[src/rtl/byte_rr_arbiter.sv]
// Packet-aware round-robin arbiter: NUM_REQ valid/ready/last byte streams share
// one registered output stage; a grant is held until the owner's last beat.
module byte_rr_arbiter #(
    parameter int NUM_REQ = 4,
    parameter int DATA_W  = 8,
    localparam int ID_W   = $clog2(NUM_REQ)
) (
    input  logic                      clk,
    input  logic                      rst_n,
    input  logic [NUM_REQ-1:0]        req_valid,
    input  logic [NUM_REQ*DATA_W-1:0] req_data,
    input  logic [NUM_REQ-1:0]        req_last,
    output logic [NUM_REQ-1:0]        req_ready,
    output logic                      out_valid,
    output logic [DATA_W-1:0]         out_data,
    output logic [ID_W-1:0]           out_id,
    output logic                      out_last,
    input  logic                      out_ready,
    output logic                      busy
);

    typedef enum logic {
        IDLE   = 1'b0,
        LOCKED = 1'b1
    } state_t;

    state_t            state, state_d;
    logic [ID_W-1:0]   owner, owner_d;
    logic [ID_W-1:0]   rr_ptr, rr_ptr_d;
    logic              load_en;
    logic              grant_found;
    logic [ID_W-1:0]   grant_idx;
    logic [ID_W:0]     scan_idx;
    logic              xfer;
    logic [ID_W-1:0]   xfer_id;
    logic [DATA_W-1:0] xfer_data;

    logic              vld_p0;
    logic [DATA_W-1:0] out_data_p0;
    logic [ID_W-1:0]   out_id_p0;
    logic              out_last_p0;

    function automatic logic [ID_W-1:0] ptr_inc(input logic [ID_W-1:0] p);
        if (p == ID_W'(NUM_REQ - 1)) begin
            return '0;
        end
        return p + 1'b1;
    endfunction

    assign load_en = !vld_p0 || out_ready;

    // Rotating priority scan; one extra bit keeps rr_ptr+k from overflowing.
    always_comb begin
        grant_found = 1'b0;
        grant_idx   = '0;
        scan_idx    = '0;
        for (int k = 0; k < NUM_REQ; k++) begin
            scan_idx = {1'b0, rr_ptr} + (ID_W + 1)'(k);
            if (scan_idx >= (ID_W + 1)'(NUM_REQ)) begin
                scan_idx = scan_idx - (ID_W + 1)'(NUM_REQ);
            end
            if (!grant_found && req_valid[scan_idx[ID_W-1:0]]) begin
                grant_found = 1'b1;
                grant_idx   = scan_idx[ID_W-1:0];
            end
        end
    end

    always_comb begin
        state_d   = state;
        owner_d   = owner;
        rr_ptr_d  = rr_ptr;
        req_ready = '0;
        xfer      = 1'b0;
        xfer_id   = '0;
        case (state)
            IDLE: begin
                if (load_en && grant_found) begin
                    req_ready[grant_idx] = 1'b1;
                    xfer    = 1'b1;
                    xfer_id = grant_idx;
                    if (req_last[grant_idx]) begin
                        rr_ptr_d = ptr_inc(grant_idx);
                    end else begin
                        state_d = LOCKED;
                        owner_d = grant_idx;
                    end
                end
            end
            LOCKED: begin
                if (load_en && req_valid[owner]) begin
                    req_ready[owner] = 1'b1;
                    xfer    = 1'b1;
                    xfer_id = owner;
                    if (req_last[owner]) begin
                        state_d  = IDLE;
                        rr_ptr_d = ptr_inc(owner);
                    end
                end
            end
            default: state_d = IDLE;
        endcase
        // Nothing may be accepted while reset is asserted.
        if (!rst_n) begin
            req_ready = '0;
            xfer      = 1'b0;
        end
    end

    assign xfer_data = req_data[xfer_id*DATA_W +: DATA_W];

    // Stage p0: arbitration state
    always_ff @(posedge clk or negedge rst_n) begin
        if (!rst_n) begin
            state  <= IDLE;
            owner  <= '0;
            rr_ptr <= '0;
        end else begin
            state  <= state_d;
            owner  <= owner_d;
            rr_ptr <= rr_ptr_d;
        end
    end

    // Stage p0: output register
    always_ff @(posedge clk or negedge rst_n) begin
        if (!rst_n) begin
            vld_p0      <= 1'b0;
            out_data_p0 <= '0;
            out_id_p0   <= '0;
            out_last_p0 <= 1'b0;
        end else if (xfer) begin
            vld_p0      <= 1'b1;
            out_data_p0 <= xfer_data;
            out_id_p0   <= xfer_id;
            out_last_p0 <= req_last[xfer_id];
        end else if (out_ready) begin
            vld_p0 <= 1'b0;
        end
    end

    assign out_valid = vld_p0;
    assign out_data  = out_data_p0;
    assign out_id    = out_id_p0;
    assign out_last  = out_last_p0;
    assign busy      = (state == LOCKED);

endmodule

[config.mk]
export PLATFORM = sky130hd
export DESIGN_NAME = byte_rr_arbiter
export DESIGN_NICKNAME = d
export VERILOG_FILES = /design/src/rtl/byte_rr_arbiter.sv
export SDC_FILE = /design/constraint.sdc
export NUM_CORES = 1
export LEC_CHECK = 0
export ABC_CLOCK_PERIOD_IN_PS = 2500
export CAP_MARGIN = 25
export CORE_MARGIN = 3
export CORE_UTILIZATION = 40
export CTS_BUF_LIST = sky130_fd_sc_hd__clkbuf_8
export DETAILED_ROUTE_END_ITERATION = 10
export PLACE_DENSITY = 0.76
export SLEW_MARGIN = 20
export SYNTH_ARGS = -nofsm -noshare
export SYNTH_HDL_FRONTEND = slang
export SYNTH_SLANG_ARGS = --single-unit
[constraint.sdc]
create_clock -name clk -period 2.5 [get_ports clk]
set_input_delay 0.375 -clock clk [delete_from_list [all_inputs] [get_ports clk]]
set_output_delay 0.375 -clock clk [all_outputs]
set_load 0.01 [all_outputs]
Word-level counts from Yosys, hierarchy flattened. Cells that the tools add are included. Widths: inputs -> output; s select.

Multiplexer cells: 67. Add/sub/neg operators: 9. Bitwise gates (word level): 2. Equal/unequal tests: 6. Order comparisons: 13. Reductions and logical operators: 15. Shift operators: 1.

Operators by type and width (count): $mux 2 (18); $shiftx 32x6->8 (1); $mux 1 (31); $lt 2x3->1 const B (7); $bmux 1 s2 (8); $mux 4 (3); $ge 3x3->1 const B (3); $pmux 2 s2 (2); $pmux 4 s2 (1); $sub 2x1->2 const B (4); $logic_and 1x1->1 (7); $add 2x2->3 const B (2); $add 2x1->2 const B (2); $demux 1 s2 (2); $eq 2x2->1 const B (2); $ge 2x1->1 const B (2); $logic_not 1->1 (4); $ne 2x1->1 const B (2); $ne 2x2->1 const B (2); $pmux 1 s2 (2); $reduce_and 4->1 (1); $add 2x1->3 const B (1); $ge 2x3->1 const B (1); $reduce_and 3->1 (1); 3 further kinds (4).

Word-level logic and storage cells: 120. Register bits after elaboration: 17. Output and inout bits: 17. Input port bits: 43.

Logic depth before layout (Yosys ltp).
Depth in word-level cells: 23. Gate-level depth with buffers: 8. Mapped depth without buffers: 7.

Worst setup path before layout. No wires, ideal clock.

Path kind: reg-to-reg. From: reg rr_ptr[1]. To: reg rr_ptr[1]. Data required time: 2372 ps. Buffers on the path: 0. Cell stages (with the launch flop): 7. Period minus slack after synthesis: 2065 ps. Arrival: 1937 ps. Slack: 435 ps. Setup time: 128 ps. Path through: dfrtp_1 > mux2_4 > o221ai_4 > mux2i_1 > nor3_2 > a211oi_2 > mux2_1.

Word-level cells in the longest chain between the ends: 23. Elaborated cells between the ends (all ways): 53. Classes of those cells: 8 x add/sub; 4 x order compare; 3 x eq/ne; 30 x mux; 8 x reduce/logical.

Ends and longest elaborated chain: start: declaration (line 29) `logic [ID_W-1:0] rr_ptr, rr_ptr_d;`; start signal: assignment (line 121) `rr_ptr <= rr_ptr_d;`; parallel branches: the longest is 23 deep, another holds $add 2x1->3.

Parallel ways; which one is timed is not known. The select of a mux whose other input is x is not followed. A chain may end at the register's enable or synchronous reset.

Worst setup path in the final report.
From: reg rr_ptr[1]. To: out req_ready[3].

Word-level cells in the longest chain between the ends: 21. Elaborated cells between the ends (all ways): 46. Classes of those cells: 7 x add/sub; 6 x order compare; 25 x mux; 8 x reduce/logical.

Ends and longest elaborated chain: parallel branches: the longest is 13 deep, another holds $add 2x1->3; $mux 2 * (line 62) `if (!grant_found && req_valid[scan_idx[ID_W-1:0]]) begin`; via grant_idx[0] (line 32) `logic [ID_W-1:0] grant_idx;`; $lt 2x3->1 (not written as such) or $ge 2x1->1 (tied branches) (line 79) `req_ready[grant_idx] = 1'b1;`; $logic_and 1x1->1 (not written as such) (line 79); $mux 1 (not written as such) (line 79); $demux 1 s2 * (line 79); $mux 4 * (line 78) `if (load_en && grant_found) begin`; $pmux 4 s2 * (line 76) `case (state)`; $mux 4 * (line 104) `if (!rst_n) begin`; end: declaration (line 13) `output logic [NUM_REQ-1:0] req_ready,`.

Mark *: on every way through the listed nets, which the timed path passes. The select of a mux whose other input is x is not followed.

==> results.md <==
* Startpoint type of the worst setup path: flop
* P_int at 1.47 mW
* Count of clock tree sinks at 17
* Shortest clock period the worst path allows after layout at approximately 2.4 ns
* Cell types occupying the most area after synthesis: dfrtp_1 (29%), mux2i_1 (12%), o21ai_0 (7.5%)
* Starting density of the core at 42.6%
* Io pins at 60
* Cell accounting for the most synthesized area: dfrtp_1
* Max Fclk at ~420 MHz
* Maximum root-to-sink buffer count at 2
* Number of hold buffers added after CTS at 0
* Worst-Skew Late Latency at between 0.2 and 0.3 ns
* Maximum net fanout on the critical path at 6
* Endpoint type of the worst setup path: output port
* Post-route clock period utilization at a little over nine tenths
* Fraction of post-synthesis cell area in the top cell type by area at about 29%
* Proportion of total power due to net switching at roughly two fifths
* Maximum Capacitance Violations at 0
* Leakage component of the power at about 1 nW
* Total global routing track utilization at around 22%
* Sequential area share after synthesis at approximately 29%
* Logic gate share of total power at a little over 70%
* Cells after DPL at approximately 280
* Half-perimeter wire length after placement at roughly 3.6 mm
* Headroom to the max-slew limit at roughly three quarters
* Antenna violation net count after detailed routing at 0
* DRT Pass-1 Iters at 5
* TritonCTS clock tree: built
* Mean routed wirelength per cell at between 15 and 20 microns
* Die area at ~4400 sq um
* Number of enable-type register cells in the synthesized netlist at 0
* Chip Height at 66.5 microns
* Sequential fraction of design power at between 20% and 30%
* Overall routed net length at roughly 4.6 mm
* Count of cells along the worst register-to-register path at 7
* Remaining routing DRC violations at 0
* Worst slew pin tran at 0.348 ns
* Classification of the worst-slack hold path: reg -> reg
* FF-to-FF Start: rr_ptr[1]
* Pin count of the biggest net entering global routing at 19
* Total vias in the final route at approximately 1600
* Global route overflow at 0
* Post-CTS clock slew at the launch and capture registers of the worst setup and hold paths at 0.07 ns
* Final-report max-slew violation count at 0
* Clock Skews at approximately 0.0048 ns
* Mean area per synthesized cell at between 9 and 10 sq um
* Final std cells w/o fill at approximately 290
* Switching power total at about 1.1 mW
* Share of power burned in the clock network at about 8%
* Post-synthesis cell count at roughly 160
* Data arrival time of the critical path at 2.02 ns
* Share of flip-flops with an asynchronous set or reset after synthesis at between 90% and 100%
* Number of global-route vias before repair at roughly 1600
* Die extent in x at between 60 and 70 microns
* Synth warnings at 0
* Flip-flop and latch count after synthesis at 17
* Final design instance area without fill at between 2000 and 2500 sq um
* Clock buffers created by TritonCTS at 3
* Result of the run: finished clean
* Buffers on Ports at between 50 and 60
* CP Class: reg -> out
* Diodes inserted at 0
* Worst setup path startpoint: rr_ptr[1]
* Required time worst endpoint at between 2 and 2.5 ns
* Ratio of routed vias to standard cells at 5.48
* Power per cell area at around 1100 nW/um^2
* Fraction of layout instances using a drive strength above 1 at between 20% and 30%
* Number of nets in the layout at ~300
* Number of distinct library cells after synthesis at ~40
* Synthesis-to-layout area growth at 59.9%
* Predominant post-synthesis flop cell: dfrtp_1
* Post-Place Cell Area at between 2000 and 2500 sq um
* CTS H-Tree Depth at 1
* Count of routing violations after the opening detailed-route iteration at between 70 and 80
* Worst voltage drop across the vdd grid at ~0.6 mV
* Worst hold path stage count at 2
* Final setup violating endpoints at 0
* Netlist area before placement at roughly 1500 sq um
* Clock root buffer master: clkbuf_8
* Final Hold Viols at 0
* Site Rows at 21
* First-pass GRT wire length at around 7.4 mm
* Floorplan core area at ~3400 sq um
* Hold wc startpoint: out_id[1]
* Net count of the mapped netlist at 212
* Antenna violations before repair at 0
* Routability cong. at 0.902
==> power by group through the flow <==
stage	Clock (mW)	Combinational, mW	Sequential [mW]
final	0.207	1.79	0.535
after global routing	0.232	1.94	0.558
after CTS	0.210	1.78	0.534
after detailed placement	0	1.77	0.533
after global placement	0	1.71	0.525
after floorplan	0	0.978	0.556
==> routing by layer <==
layer	vias up	GRT usage [%]	share of wire [%]
li1	759	-	-
met1	766	28.7	43
met2	48	35.1	51
met3	11	3.37	3.3
met4	0	10.9	2.9
met5	-	0	0
==> logic make-up after synthesis <==
kind of cell	synth area share, %
AO/OA/AOI/OAI	26.1
AND/OR/NAND/NOR	13.7
buffers and inverters	5.55
flip-flops	29.0
adder cells (fa/ha/maj)	6.83
multiplexers	18.8
==> cells in the final DEF (no fill, tap or decap), drive strengths merged, types with 2 or more instances in the layout <==
cell	instances
clkbuf	3
buf	29
nor2	7
inv	8
a21oi	11
nor2b	2
a211oi	2
ha	8
dlygate4sd2	7
nor3	3
o22a	9
clkdlybuf4s50	51
mux2	7
nand2	7
mux2i	17
nand3	11
dfrtp	17
o21ai	23
o31ai	2
==> metrics by stage <==
step	total power [mW]	hold slack (ns)	setup WS, ns	utilization [%]	setup TNS [ns]
3_5_place_dp	2.30	0.472	-0.377	66.3	-1.97
6_report	2.53	0.503	0.107	68.1	0
4_1_cts	2.52	0.502	0.0874	67.8	0
2_1_floorplan	1.53	0.0794	0.435	-	0
3_3_place_gp	2.24	0.470	-0.299	66.3	-1.46
5_1_grt	2.73	0.507	-0.0181	68.1	-0.0181
==> state kept, by name, indices dropped and copies added, names as in the netlist <==
name / flops
out_id: 2
rr_ptr: 2
busy: 1
owner: 2
out_last: 1
out_valid: 1
out_data: 8
==> synthesized netlist by cell type, types with 2 or more instances <==
cell type,count
buf_4,3
nor2b_1,2
nor3_1,2
inv_1,7
mux2i_1,17
o31ai_1,2
dfrtp_1,17
clkbuf_1,5
a21oi_1,11
buf_2,2
o22a_1,9
ha_1,8
mux2_1,3
mux2_2,3
nor2_2,2
a211oi_2,2
nor2_1,5
o21ai_0,22
nand2_1,7
nand3_1,11
==> final cells by class <==
class | instances | area (sq um)
Multi-Input combinational cell | 126 | 972
Inverter | 8 | 30.0
Tap cell | 46 | 57.6
Fill cell | 289 | 1100
Clock inverter | 1 | 3.75
Sequential cell | 17 | 427
Clock buffer | 3 | 41.3
Timing Repair Buffer | 88 | 812
==> worst paths after layout <==
check | endpoint | slack, ns
setup / recovery | req_ready[3] | 0.11
hold / removal | out_id[1] | 0.50
setup reg to reg | rr_ptr[1] | 0.20
hold reg to reg | out_id[1] | 0.50
max in group asynchronous | rr_ptr[1] | 1.79
min in group asynchronous | owner[1] | 0.51
==> critical path, cell delays in order, from the launching register on <==
cell and delay [ns]:
dfrtp_2 0.45, mux2_4 0.33, o221ai_4 0.27, inv_2 0.07, ha_1 0.18, mux2i_1 0.13, nor2_1 0.05, dlygate4sd2_1 0.28
==> repair_timing <==
action / in CTS / in global routing
setup endpoints to repair: 4 / 2
gates resized for setup: 12 / 2
buffers inserted: 1 / 1
pin swaps: 2 / 1
No activity file was read; power rests on OpenSTA's default activity.
